===== src/rtl/bus_if_wb_if.sv =====
// bus_if_wb_if: external arbiter bus with req/grant/strobe/ready handshake
interface bus_if_wb_if #(
  parameter int ADDR_W = 30,
  parameter int DATA_W = 32
);
  logic [DATA_W-1:0] bus_rd_data;
  logic              bus_rdy_;
  logic              bus_grnt_;
  logic              bus_req_;
  logic              bus_as_;
  logic              bus_rw;
  logic [ADDR_W-1:0] bus_addr;
  logic [DATA_W-1:0] bus_wr_data;
  modport master (
    input  bus_rd_data, bus_rdy_, bus_grnt_,
    output bus_req_, bus_as_, bus_rw, bus_addr, bus_wr_data
  );
  modport slave (
    output bus_rd_data, bus_rdy_, bus_grnt_,
    input  bus_req_, bus_as_, bus_rw, bus_addr, bus_wr_data
  );
endinterface


===== src/rtl/bus_if_wb.sv =====
// bus_if_wb: CPU bus interface with SPM path, posted-write buffer and timed external bus master
module bus_if_wb #(
  parameter int ADDR_W     = 30,
  parameter int DATA_W     = 32,
  parameter int SPM_ADDR_W = 12,
  parameter int IDX_W      = 3,
  parameter int SPM_INDEX  = 1,
  parameter int WB_DEPTH   = 4,
  parameter int TIMEOUT    = 255
) (
  input  logic                  clk,
  input  logic                  reset,
  input  logic                  stall,
  input  logic                  flush,
  input  logic [ADDR_W-1:0]     addr,
  input  logic                  as_,
  input  logic                  rw,
  input  logic [DATA_W-1:0]     wr_data,
  output logic [DATA_W-1:0]     rd_data,
  output logic                  busy,
  output logic                  err,
  input  logic [DATA_W-1:0]     spm_rd_data,
  output logic [SPM_ADDR_W-1:0] spm_addr,
  output logic                  spm_as_,
  output logic                  spm_rw,
  output logic [DATA_W-1:0]     spm_wr_data,
  bus_if_wb_if.master           bus
);
  localparam int AW = $clog2(WB_DEPTH);
  typedef enum logic [1:0] {IDLE, REQ, ACCESS, STALL} state_t;
  state_t state, state_n;
  logic [ADDR_W+DATA_W-1:0] wb [WB_DEPTH];
  logic [AW:0] wp, rp;
  logic [15:0] cnt, cnt_n;
  logic [DATA_W-1:0] rd_buf, wd_n;
  logic [ADDR_W-1:0] addr_n;
  logic req_n, as_n, rw_n;
  logic valid, ext, empty, full, push, pop, tmo, done, rd_done;
  assign valid = !as_ && !flush;
  assign ext = addr[ADDR_W-1 -: IDX_W] != IDX_W'(SPM_INDEX);
  assign empty = wp == rp;
  assign full = wp == {~rp[AW], rp[AW-1:0]};
  assign tmo = state == ACCESS && bus.bus_rdy_ && cnt == 16'(TIMEOUT - 1);
  assign done = state == ACCESS && (!bus.bus_rdy_ || tmo);
  assign rd_done = done && bus.bus_rw;
  assign pop = done && !bus.bus_rw;
  assign push = valid && ext && !rw && !full && !stall;
  assign err = tmo;
  assign spm_as_ = !(valid && !ext && !stall);
  assign spm_addr = addr[SPM_ADDR_W-1:0];
  assign spm_rw = rw;
  assign spm_wr_data = wr_data;
  // a timed-out read returns zero because bus_rdy_ is still high
  assign rd_data = rd_done ? (bus.bus_rdy_ ? '0 : bus.bus_rd_data) :
                   (state == STALL && rw) ? rd_buf :
                   (!spm_as_ && rw) ? spm_rd_data : '0;
  assign busy = valid && ext && (rw ? !rd_done && state != STALL : full);
  always_comb begin
    state_n = state;
    req_n = bus.bus_req_;
    as_n = 1'b1;
    rw_n = bus.bus_rw;
    addr_n = bus.bus_addr;
    wd_n = bus.bus_wr_data;
    cnt_n = cnt;
    case (state)
      IDLE: if (!empty) begin
        {addr_n, wd_n} = wb[rp[AW-1:0]];
        rw_n = 1'b0;
        req_n = 1'b0;
        state_n = REQ;
      end else if (valid && ext && rw) begin
        addr_n = addr;
        rw_n = 1'b1;
        req_n = 1'b0;
        state_n = REQ;
      end
      REQ: if (!bus.bus_grnt_) begin
        as_n = 1'b0;
        cnt_n = '0;
        state_n = ACCESS;
      end
      ACCESS: begin
        cnt_n = cnt + 16'd1;
        if (done) begin
          req_n = 1'b1;
          rw_n = 1'b1;
          addr_n = '0;
          wd_n = '0;
          state_n = (bus.bus_rw && stall) ? STALL : IDLE;
        end
      end
      default: if (!stall) state_n = IDLE;
    endcase
  end
  always_ff @(posedge clk)
    if (push) wb[wp[AW-1:0]] <= {addr, wr_data};
  always_ff @(posedge clk) begin
    if (reset) begin
      state <= IDLE;
      wp <= '0;
      rp <= '0;
      cnt <= '0;
      rd_buf <= '0;
      bus.bus_req_ <= 1'b1;
      bus.bus_as_ <= 1'b1;
      bus.bus_rw <= 1'b1;
      bus.bus_addr <= '0;
      bus.bus_wr_data <= '0;
    end else begin
      state <= state_n;
      cnt <= cnt_n;
      if (push) wp <= wp + 1'b1;
      if (pop) rp <= rp + 1'b1;
      if (rd_done) rd_buf <= rd_data;
      bus.bus_req_ <= req_n;
      bus.bus_as_ <= as_n;
      bus.bus_rw <= rw_n;
      bus.bus_addr <= addr_n;
      bus.bus_wr_data <= wd_n;
    end
  end
endmodule

===== src/flat_wrapper.sv =====
// flat-port wrapper written by rule: the top's interface ports become plain ports
module bus_if_wb_flat 
#(
  parameter int ADDR_W     = 30,
  parameter int DATA_W     = 32,
  parameter int SPM_ADDR_W = 12,
  parameter int IDX_W      = 3,
  parameter int SPM_INDEX  = 1,
  parameter int WB_DEPTH   = 4,
  parameter int TIMEOUT    = 255
)
  (clk, reset, stall, flush, addr, as_, rw, wr_data, rd_data, busy, err, spm_rd_data, spm_addr, spm_as_, spm_rw, spm_wr_data, bus_bus_rd_data, bus_bus_rdy_, bus_bus_grnt_, bus_bus_req_, bus_bus_as_, bus_bus_rw, bus_bus_addr, bus_bus_wr_data);
  bus_if_wb_if #(.ADDR_W(ADDR_W), .DATA_W(DATA_W)) bus_i ();
  input  logic clk;
  input  logic reset;
  input  logic stall;
  input  logic flush;
  input  logic [ADDR_W-1:0] addr;
  input  logic as_;
  input  logic rw;
  input  logic [DATA_W-1:0] wr_data;
  output logic [DATA_W-1:0] rd_data;
  output logic busy;
  output logic err;
  input  logic [DATA_W-1:0] spm_rd_data;
  output logic [SPM_ADDR_W-1:0] spm_addr;
  output logic spm_as_;
  output logic spm_rw;
  output logic [DATA_W-1:0] spm_wr_data;
  input wire logic [$bits(bus_i.bus_rd_data)-1:0] bus_bus_rd_data;
  input wire logic [$bits(bus_i.bus_rdy_)-1:0] bus_bus_rdy_;
  input wire logic [$bits(bus_i.bus_grnt_)-1:0] bus_bus_grnt_;
  output wire logic [$bits(bus_i.bus_req_)-1:0] bus_bus_req_;
  output wire logic [$bits(bus_i.bus_as_)-1:0] bus_bus_as_;
  output wire logic [$bits(bus_i.bus_rw)-1:0] bus_bus_rw;
  output wire logic [$bits(bus_i.bus_addr)-1:0] bus_bus_addr;
  output wire logic [$bits(bus_i.bus_wr_data)-1:0] bus_bus_wr_data;
  assign bus_i.bus_rd_data = bus_bus_rd_data;
  assign bus_i.bus_rdy_ = bus_bus_rdy_;
  assign bus_i.bus_grnt_ = bus_bus_grnt_;
  assign bus_bus_req_ = bus_i.bus_req_;
  assign bus_bus_as_ = bus_i.bus_as_;
  assign bus_bus_rw = bus_i.bus_rw;
  assign bus_bus_addr = bus_i.bus_addr;
  assign bus_bus_wr_data = bus_i.bus_wr_data;
  bus_if_wb #(.ADDR_W(ADDR_W), .DATA_W(DATA_W), .SPM_ADDR_W(SPM_ADDR_W), .IDX_W(IDX_W), .SPM_INDEX(SPM_INDEX), .WB_DEPTH(WB_DEPTH), .TIMEOUT(TIMEOUT)) u_core (.clk(clk), .reset(reset), .stall(stall), .flush(flush), .addr(addr), .as_(as_), .rw(rw), .wr_data(wr_data), .rd_data(rd_data), .busy(busy), .err(err), .spm_rd_data(spm_rd_data), .spm_addr(spm_addr), .spm_as_(spm_as_), .spm_rw(spm_rw), .spm_wr_data(spm_wr_data), .bus(bus_i));
endmodule

===== config.mk =====
export PLATFORM = sky130hd
export DESIGN_NAME = bus_if_wb_flat
export DESIGN_NICKNAME = d
export VERILOG_FILES = /design/src/rtl/bus_if_wb_if.sv /design/src/rtl/bus_if_wb.sv /design/src/flat_wrapper.sv
export SDC_FILE = /design/constraint.sdc
export NUM_CORES = 1
export LEC_CHECK = 0
export BUFFER_PORTS_ARGS = -buffer_cell sky130_fd_sc_hd__buf_2
export CAP_MARGIN = 20
export CELL_PAD_IN_SITES_DETAIL_PLACEMENT = 0
export CELL_PAD_IN_SITES_GLOBAL_PLACEMENT = 1
export CORE_MARGIN = 1.5
export CORE_UTILIZATION = 41
export CTS_CLUSTER_SIZE = 12
export DETAILED_ROUTE_END_ITERATION = 8
export GPL_ROUTABILITY_DRIVEN = 1
export GPL_TIMING_DRIVEN = 0
export PLACE_DENSITY_LB_ADDON = 0.1
export SKIP_CTS_REPAIR_TIMING = 1
export SYNTH_ARGS = -nofsm -noshare
export SYNTH_HDL_FRONTEND = slang
export SYNTH_SLANG_ARGS = --single-unit

===== constraint.sdc =====
create_clock -name clk -period 2.7 [get_ports clk]
set_input_delay 0.405 -clock clk [delete_from_list [all_inputs] [get_ports clk]]
set_output_delay 0.405 -clock clk [all_outputs]
set_load 0.05 [all_outputs]

==> summary.md, run 1 <==
| Metric | Value |
|---|---|
| Critical Path RT | 2.30 ns |
| Syn-to-layout area delta | 24.6% |
| Post-DR vias/cell | 5.27 |
| Crit path largest cell delay | 0.49 ns |
| Slew @ Worst Pin | 0.769 ns |
| Main combinational cell family by area after synthesis | compound AO/OA/AOI/OAI gates |
| Proportion of synthesized area in mux cells | 8.94% |
| Total congestion overflow | 0 |
| Slew Viols, Final | 0 |
| DRC viols | 0 |
| Most used DFF post-synth | edfxtp_1 |
| Xor/xnor share of the synthesized area | 1.00% |
| Rows | 71 |
| Vias in the first global route | 10400 |
| Fmax | 300 MHz |
| Skew final | 0.00927 ns |
| Final Cycle Share | 123% |
| Via count | 10600 |
| Drt wl/cell | 20.2 um |
| Overall Global Routing Usage | 20.5% |
| Sequential fraction of the synthesis area | 63.0% |
| Fin Hold WS | 0.0913 ns |
| Port-buffer cells | 277 |
| CTS sink count | 371 |
| Switching Share | 32.8% |
| Mapped Cells | 1134 |
| Nets | 1609 |
| Post-synthesis compound-gate area fraction | 11.5% |
| Detailed placement HPWL | 26.9 mm |
| Gpl congestion | 0.742 |
| Hold Violations, Final | 0 |
| NetSw | 5.18 mW |
| Setup ws final | -0.630 ns |
| Bufs and invs on worst path | 3 |
| Share of post-route cells with drive strength above 1 | 38.2% |
| Min-Delay Path Class | in2reg |
| Clock transition at path regs | 0.06 ns |
| Worst Setup SP | u_core.cnt[0] |
| Syn. warnings | 0 |
| Clk pwr share | 33.0% |
| Leak | 7.27 nW |
| Delay-heaviest family, CP | simple AND/OR/NAND/NOR gates |
| Largest net degree at the start of global routing | 45 |
| Clock period minus worst slack | 3.33 ns |
| Height of the die | 199 um |
| Starting Density | 41.7% |
| Status | finished with violations |
| RSZ-0062 raised after global routing | yes |
| Number of synthesized flops with an enable pin | 248 |
| Most frequent cells in the layout | buf_2 (253), edfxtp_1 (248), nand2_1 (138) |
| Asr flop ratio synth | 0% |
| Crit path kind | reg2out |
| Initial antenna violation count | 2 |
| First-pass GRT wire length | 61.4 mm |
| Clock latency on the worst-skew pair | 0.54 ns |
| DR iter-0 viols | 721 |
| Crit Path Max Fanout | 6 |
| R2r setup slk | -0.14 ns |
| TritonRoute pass-1 iters | 5 |
| Unique cell type count in the Yosys netlist | 58 |
| Setup Total Neg Slack | -23.08 ns |
| Post-synthesis adder-cell area fraction | 0.875% |
| CP Launch Type | flop |
| Syn Nets | 1279 |
| Setup violations, final | 64 |
| Boundary Pins | 279 |
| Rel. slew slack | 48.1% |
| Fillers | 3332 |
| CTS tree | yes |
| Logic pwr share | 24.8% |
| Max-Cap Viols | 0 |
| Cts bufs inserted | 41 |
| Final ANT Viol Nets | 0 |
| Mapped cell area | 15700 um^2 |
| Slowest CP cell | or4_4 |
| Arr. time, crit path | 2.93 ns |
| Clock Tree Buf Depth | 3 |
| Reg power frac | 42.2% |
| CP endpoint kind | output port |
| Core area | 37800 um^2 |
| Final core occ | 51.9% |
| Int Pwr | 10.6 mW |
| Die extent in x | 199 um |
| Simple-Gate Fraction of Synth Area | 9.21% |
| Post-synthesis average cell area | 13.9 um^2 |
| Max rail drop VDD | 0.449 mV |
| Pre-CTS worst setup slack | -0.886 ns |
| Hold Crit Start | addr[20] |
| PwrDens | 805 nW/um^2 |
| DIE AREA | 39600 um^2 |
| H-tree depth | 2 |
| Worst path cell trace | inv_2, ha_2, or4b_4, or4_4, a21oi_4, nor2b_4, buf_8, a22o_2, buf_2 |
| Storage cell area | 9920 um^2 |
| Area of the multi-input gates | 5130 um^2 |
| FF-to-FF Start | u_core.cnt[0] |
| DRT Wirelength | 40.5 mm |
| Seq cells post-synth | 371 |
| Leading cell type in the layout, fill and taps excluded | buf_2 |
| Failing checks | negative setup slack |
| CTS root buf | clkbuf_16 |
-- sequential cells by signal, summed over array words and instances (netlist names), named ones only --
signal and cells:
u_core.rp 3, u_core.bus.bus_as_ 1, u_core.bus.bus_wr_data 32, u_core.wp 3, u_core.state 2, u_core.bus.bus_addr 30, u_core.bus.bus_rw 1, u_core.cnt 16
u_core.wb 248, u_core.bus.bus_req_ 1, u_core.rd_buf 32
-- power groups by stage --
| stage | Sequential (mW) | Clock (mW) | Combinational [mW] |
|---|---|---|---|
| floorplan | 7.61 | 0 | 1.88 |
| global placement | 6.77 | 0 | 3.79 |
| detailed placement | 6.78 | 0 | 3.84 |
| CTS | 6.67 | 5.31 | 3.84 |
| global route | 6.70 | 5.56 | 4.22 |
| finish | 6.66 | 5.20 | 3.91 |
-- cells in the mapped netlist (5+ instances only) --
master	instances	area, um^2
a21oi_1	71	355
a221oi_1	31	272
a22o_1	62	543
and3_1	36	225
buf_2	9	45.0
buf_4	45	338
buf_6	13	146
clkbuf_1	52	195
dfxtp_1	123	2460
edfxtp_1	248	7450
ha_1	11	138
inv_1	12	45.0
mux4_2	62	1400
nand2_1	138	518
nand3_1	13	65.1
nand4_1	6	37.5
nor2_1	31	116
nor3_1	5	25.0
nor3_2	30	300
o21ai_0	37	185
o2bb2ai_1	28	245
xnor2_1	14	123
-- through the flow --
step / power (mW) / cells / instance area (um^2)
after CTS: 15.8 / 2001 / 19200
after global placement: 10.6 / 1922 / 17800
final: 15.8 / 2008 / 19600
after floorplan: 9.50 / 1134 / 15800
after global routing: 16.5 / 2008 / 19600
after detailed placement: 10.6 / 1926 / 17900
-- path summary, 6_finish.rpt --
path / endpoint / depth (start not counted)
worst max-delay path: rd_data[8] / 9
worst min-delay path: u_core.wb[2][52] / 1
worst max register to register: u_core.bus.bus_wr_data[23] / 8
worst min register to register: u_core.bus.bus_req_ / 1
-- layout make-up --
class                   instances  share of cell area [%]
well taps                     511                    3.26
inverters                      12                   0.230
multi-input cells             623                    26.2
clock inverters                16                   0.383
clock buffers                  59                    5.95
flip-flops and latches        371                    50.6
plain buffers                 125                    4.06
repair buffers                290                    9.32
diodes                          1                  0.0128
-- layer usage --
metal | vias up | track usage [%] | wire [um]
met5 | - | 0 | 7
met4 | 2 | 4.74 | 584
met3 | 43 | 4.17 | 2350
met2 | 258 | 32.9 | 19200
met1 | 5296 | 28.7 | 18400
li1 | 4989 | - | -
-- kinds of logic (layout without fill, tap and decap cells) --
logic type | count (synthesis) | count (layout)
compound gates | 251 | 251
xor+xnor | 18 | 18
fa+ha+maj | 11 | 11
buf+inv | 140 | 502
flops | 371 | 371
mux | 63 | 63
other cells | 0 | 1
simple gates | 280 | 280
No activity file was read; power rests on OpenSTA's default activity.
==> run 2, diff against run 1 <==
Settings changed: ABC_AREA from default to 1, CORE_UTILIZATION 41 to 38.
==> run 2 against run 1 <==
Compared with the run above:
- the run still ends with negative setup slack left
- utilization shrank 2.4 points
- area after synthesis increased by 3.3%
- via count is 25% higher
- cell area rose by 6.1%
- clock power increased by 2%
- power up 17%
- synthesized cell count up 59%
- clock skew grew 0.0042 ns
- maximum frequency increased by 23%
- critical path type unchanged
- largest cell class unchanged
- wire length rose by 14%
- die area rose by 11%
==> summary.md, run 2 <==
| Metric | Value |
|---|---|
| CP Launch Type | flop |
| Post-DR vias/cell | 4.84 |
| CP endpoint kind | output port |
| Synth top area share | 45.8% |
| Die extent in x | 210 um |
| PwrDens | 890 nW/um^2 |
| Rel. slew slack | 46.5% |
| DRC viols | 0 |
| Via count | 13200 |
| Post-synthesis average cell area | 9.00 um^2 |
| Largest net degree at the start of global routing | 26 |
| Synth area leaders | edfxtp_1 (46%), dfxtp_1 (15%), nand2_1 (15%) |
| Leading cell type in the layout, fill and taps excluded | nand2_1 |
| Mapped Cells | 1805 |
| Number of synthesized flops with an enable pin | 248 |
| Drt wl/cell | 17.0 um |
| # diodes | 0 |
| Asr flop ratio synth | 0% |
| Core area | 42000 um^2 |
| Detailed placement HPWL | 31.6 mm |
| H-tree depth | 2 |
| Fillers | 4042 |
| CTS root buf | clkbuf_16 |
| Slew Viols, Final | 0 |
| Unique cell type count in the Yosys netlist | 31 |
| Critical Path RT | 2.30 ns |
| Port-buffer cells | 278 |
| Crit path kind | reg2out |
| Worst Hold End | u_core.wb[2][26] |
| Syn Nets | 1950 |
| Clock period minus worst slack | 2.70 ns |
| Most used DFF post-synth | edfxtp_1 |
| Path depth of the worst reg2reg path | 8 |
| CTS tree | yes |
| Height of the die | 210 um |
| Starting Density | 38.7% |
| Overall Global Routing Usage | 20.6% |
| Syn-to-layout area delta | 28.0% |
| Setup ws final | -0.00262 ns |
| First-pass GRT wire length | 70.0 mm |
| Boundary Pins | 279 |
| Cts bufs inserted | 43 |
| DIE AREA | 44000 um^2 |
| Total Power | 18.5 mW |
| Final ANT Viol Nets | 0 |
| Clock latency on the worst-skew pair | 0.55 ns |
| Final Cycle Share | 100% |
| Most frequent cells in the layout | nand2_1 (593), buf_2 (276), edfxtp_1 (248) |
| Arr. time, crit path | 2.30 ns |
| Hold Crit Start | wr_data[26] |
| Total congestion overflow | 0 |
| Leak | 8.86 nW |
| DRT Wirelength | 46.3 mm |
| Post-synth top area cell | edfxtp_1 |
| Hold path cells | 1 |
| Initial antenna violation count | 1 |
| Status | finished with violations |
| Fin Hold WS | 0.0771 ns |
| Crit Reg-Reg Endpoint | u_core.wb[2][27] |
| Hold Violations, Final | 0 |
| Min-Delay Path Class | in2reg |
| Gpl congestion | 0.796 |
| Commonest cells post-synth | nand2_1 (654), edfxtp_1 (248), nand3_1 (230), nor2_1 (161), dfxtp_1 (123) |
| Crit Path Max Fanout | 5 |
| Fmax | 370 MHz |
| Clock transition at path regs | 0.06 ns |
| Clock Tree Buf Depth | 3 |
| Slew @ Worst Pin | 0.800 ns |
| Area of the multi-input gates | 5620 um^2 |
| Vias in the first global route | 12600 |
| TritonRoute pass-1 iters | 4 |
| FF-to-FF Start | u_core.wp[0] |
| Most numerous cell in the Yosys netlist | nand2_1 |
| Max rail drop VDD | 0.425 mV |
| Syn. warnings | 0 |
| R2r setup slk | 0.24 ns |
| Setup violations, final | 1 |
| Nets | 2299 |
| DR iter-0 viols | 565 |
| Share of post-route cells with drive strength above 1 | 25.5% |
| Rows | 75 |
| Largest register FFs | 248 |
| CTS sink count | 371 |
| Final core occ | 49.5% |
| Failing checks | negative setup slack |
| Sequential fraction of the synthesis area | 61.0% |
| Max-Cap Viols | 0 |
| Skew final | 0.0134 ns |
| Mapped cell area | 16300 um^2 |
| RSZ-0062 raised after global routing | yes |
| Storage cell area | 9920 um^2 |
| Seq cells post-synth | 371 |
run 2: worst max-delay path by stage:
stage | start | endpoint | slack [ns] | depth (start not counted)
final | u_core.state[0] | rd_data[15] | -0.003 | 13
after detailed placement | flush | u_core.wb[3][26] | -0.19 | 8
after global placement | flush | u_core.wb[1][27] | -2.11 | 6
after global routing | u_core.state[0] | rd_data[15] | -0.11 | 13
after floorplan | flush | u_core.wb[0][0] | -0.31 | 5
after CTS | u_core.state[0] | rd_data[15] | -0.64 | 9
run 2: kinds of logic (layout without fill, tap and decap cells):
family	Yosys count	count (layout)	share of synthesized area [%]
xor gates and xnor gates	4	4	0.216
buffers and inverters	227	609	7.15
DFF	371	371	61.0
AOI/OAI and AO/OA	124	124	3.88
adders and majority gates	11	11	0.847
and+or+nand+nor	1068	1068	26.9
run 2: metal layers:
| metal | global-route usage [%] | vias up | routed length, um |
|---|---|---|---|
| li1 | - | 6596 | - |
| met1 | 27.4 | 6253 | 20800 |
| met2 | 34.7 | 271 | 22400 |
| met3 | 4.00 | 72 | 2070 |
| met4 | 5.23 | 2 | 959 |
| met5 | 0 | - | 11 |
run 2: worst max-delay path, cell delays in order (launching register included):
cell	delay [ns]
dfxtp_4	0.36
inv_4	0.07
ha_4	0.12
buf_6	0.10
nand3_2	0.08
nor2_2	0.13
nand3_2	0.11
nand2_4	0.10
nand2_4	0.08
buf_12	0.16
buf_8	0.14
nand2_1	0.08
nand2_2	0.06
buf_6	0.15
run 2: stage by stage:
step | instance area, um^2 | setup WS [ns] | TNS (ns) | instances
finish | 20800 | -0.00262 | -0.00262 | 2726
global route | 20800 | -0.106 | -2.28 | 2726
CTS | 19800 | -0.637 | -17.02 | 2709
detailed placement | 18500 | -0.187 | -9.24 | 2631
global placement | 18300 | -2.11 | -432.15 | 2622
floorplan | 16300 | -0.315 | -58.56 | 1805
run 2: report_power, final:
group / internal [mW] / total, mW / switching, mW
clock: 3.05 / 5.31 / 2.26
combinational: 1.85 / 6.30 / 4.45
sequential: 6.58 / 6.90 / 0.314
run 2: cell type report:
| type | count | share of cell area [%] |
|---|---|---|
| plain buffers | 147 | 4.51 |
| clock buffers | 57 | 5.47 |
| clock inverters | 21 | 0.596 |
| inverters | 80 | 1.46 |
| multi-input cells | 1207 | 27.0 |
| flip-flops and latches | 371 | 47.7 |
| well taps | 539 | 3.24 |
| repair buffers | 304 | 10.0 |
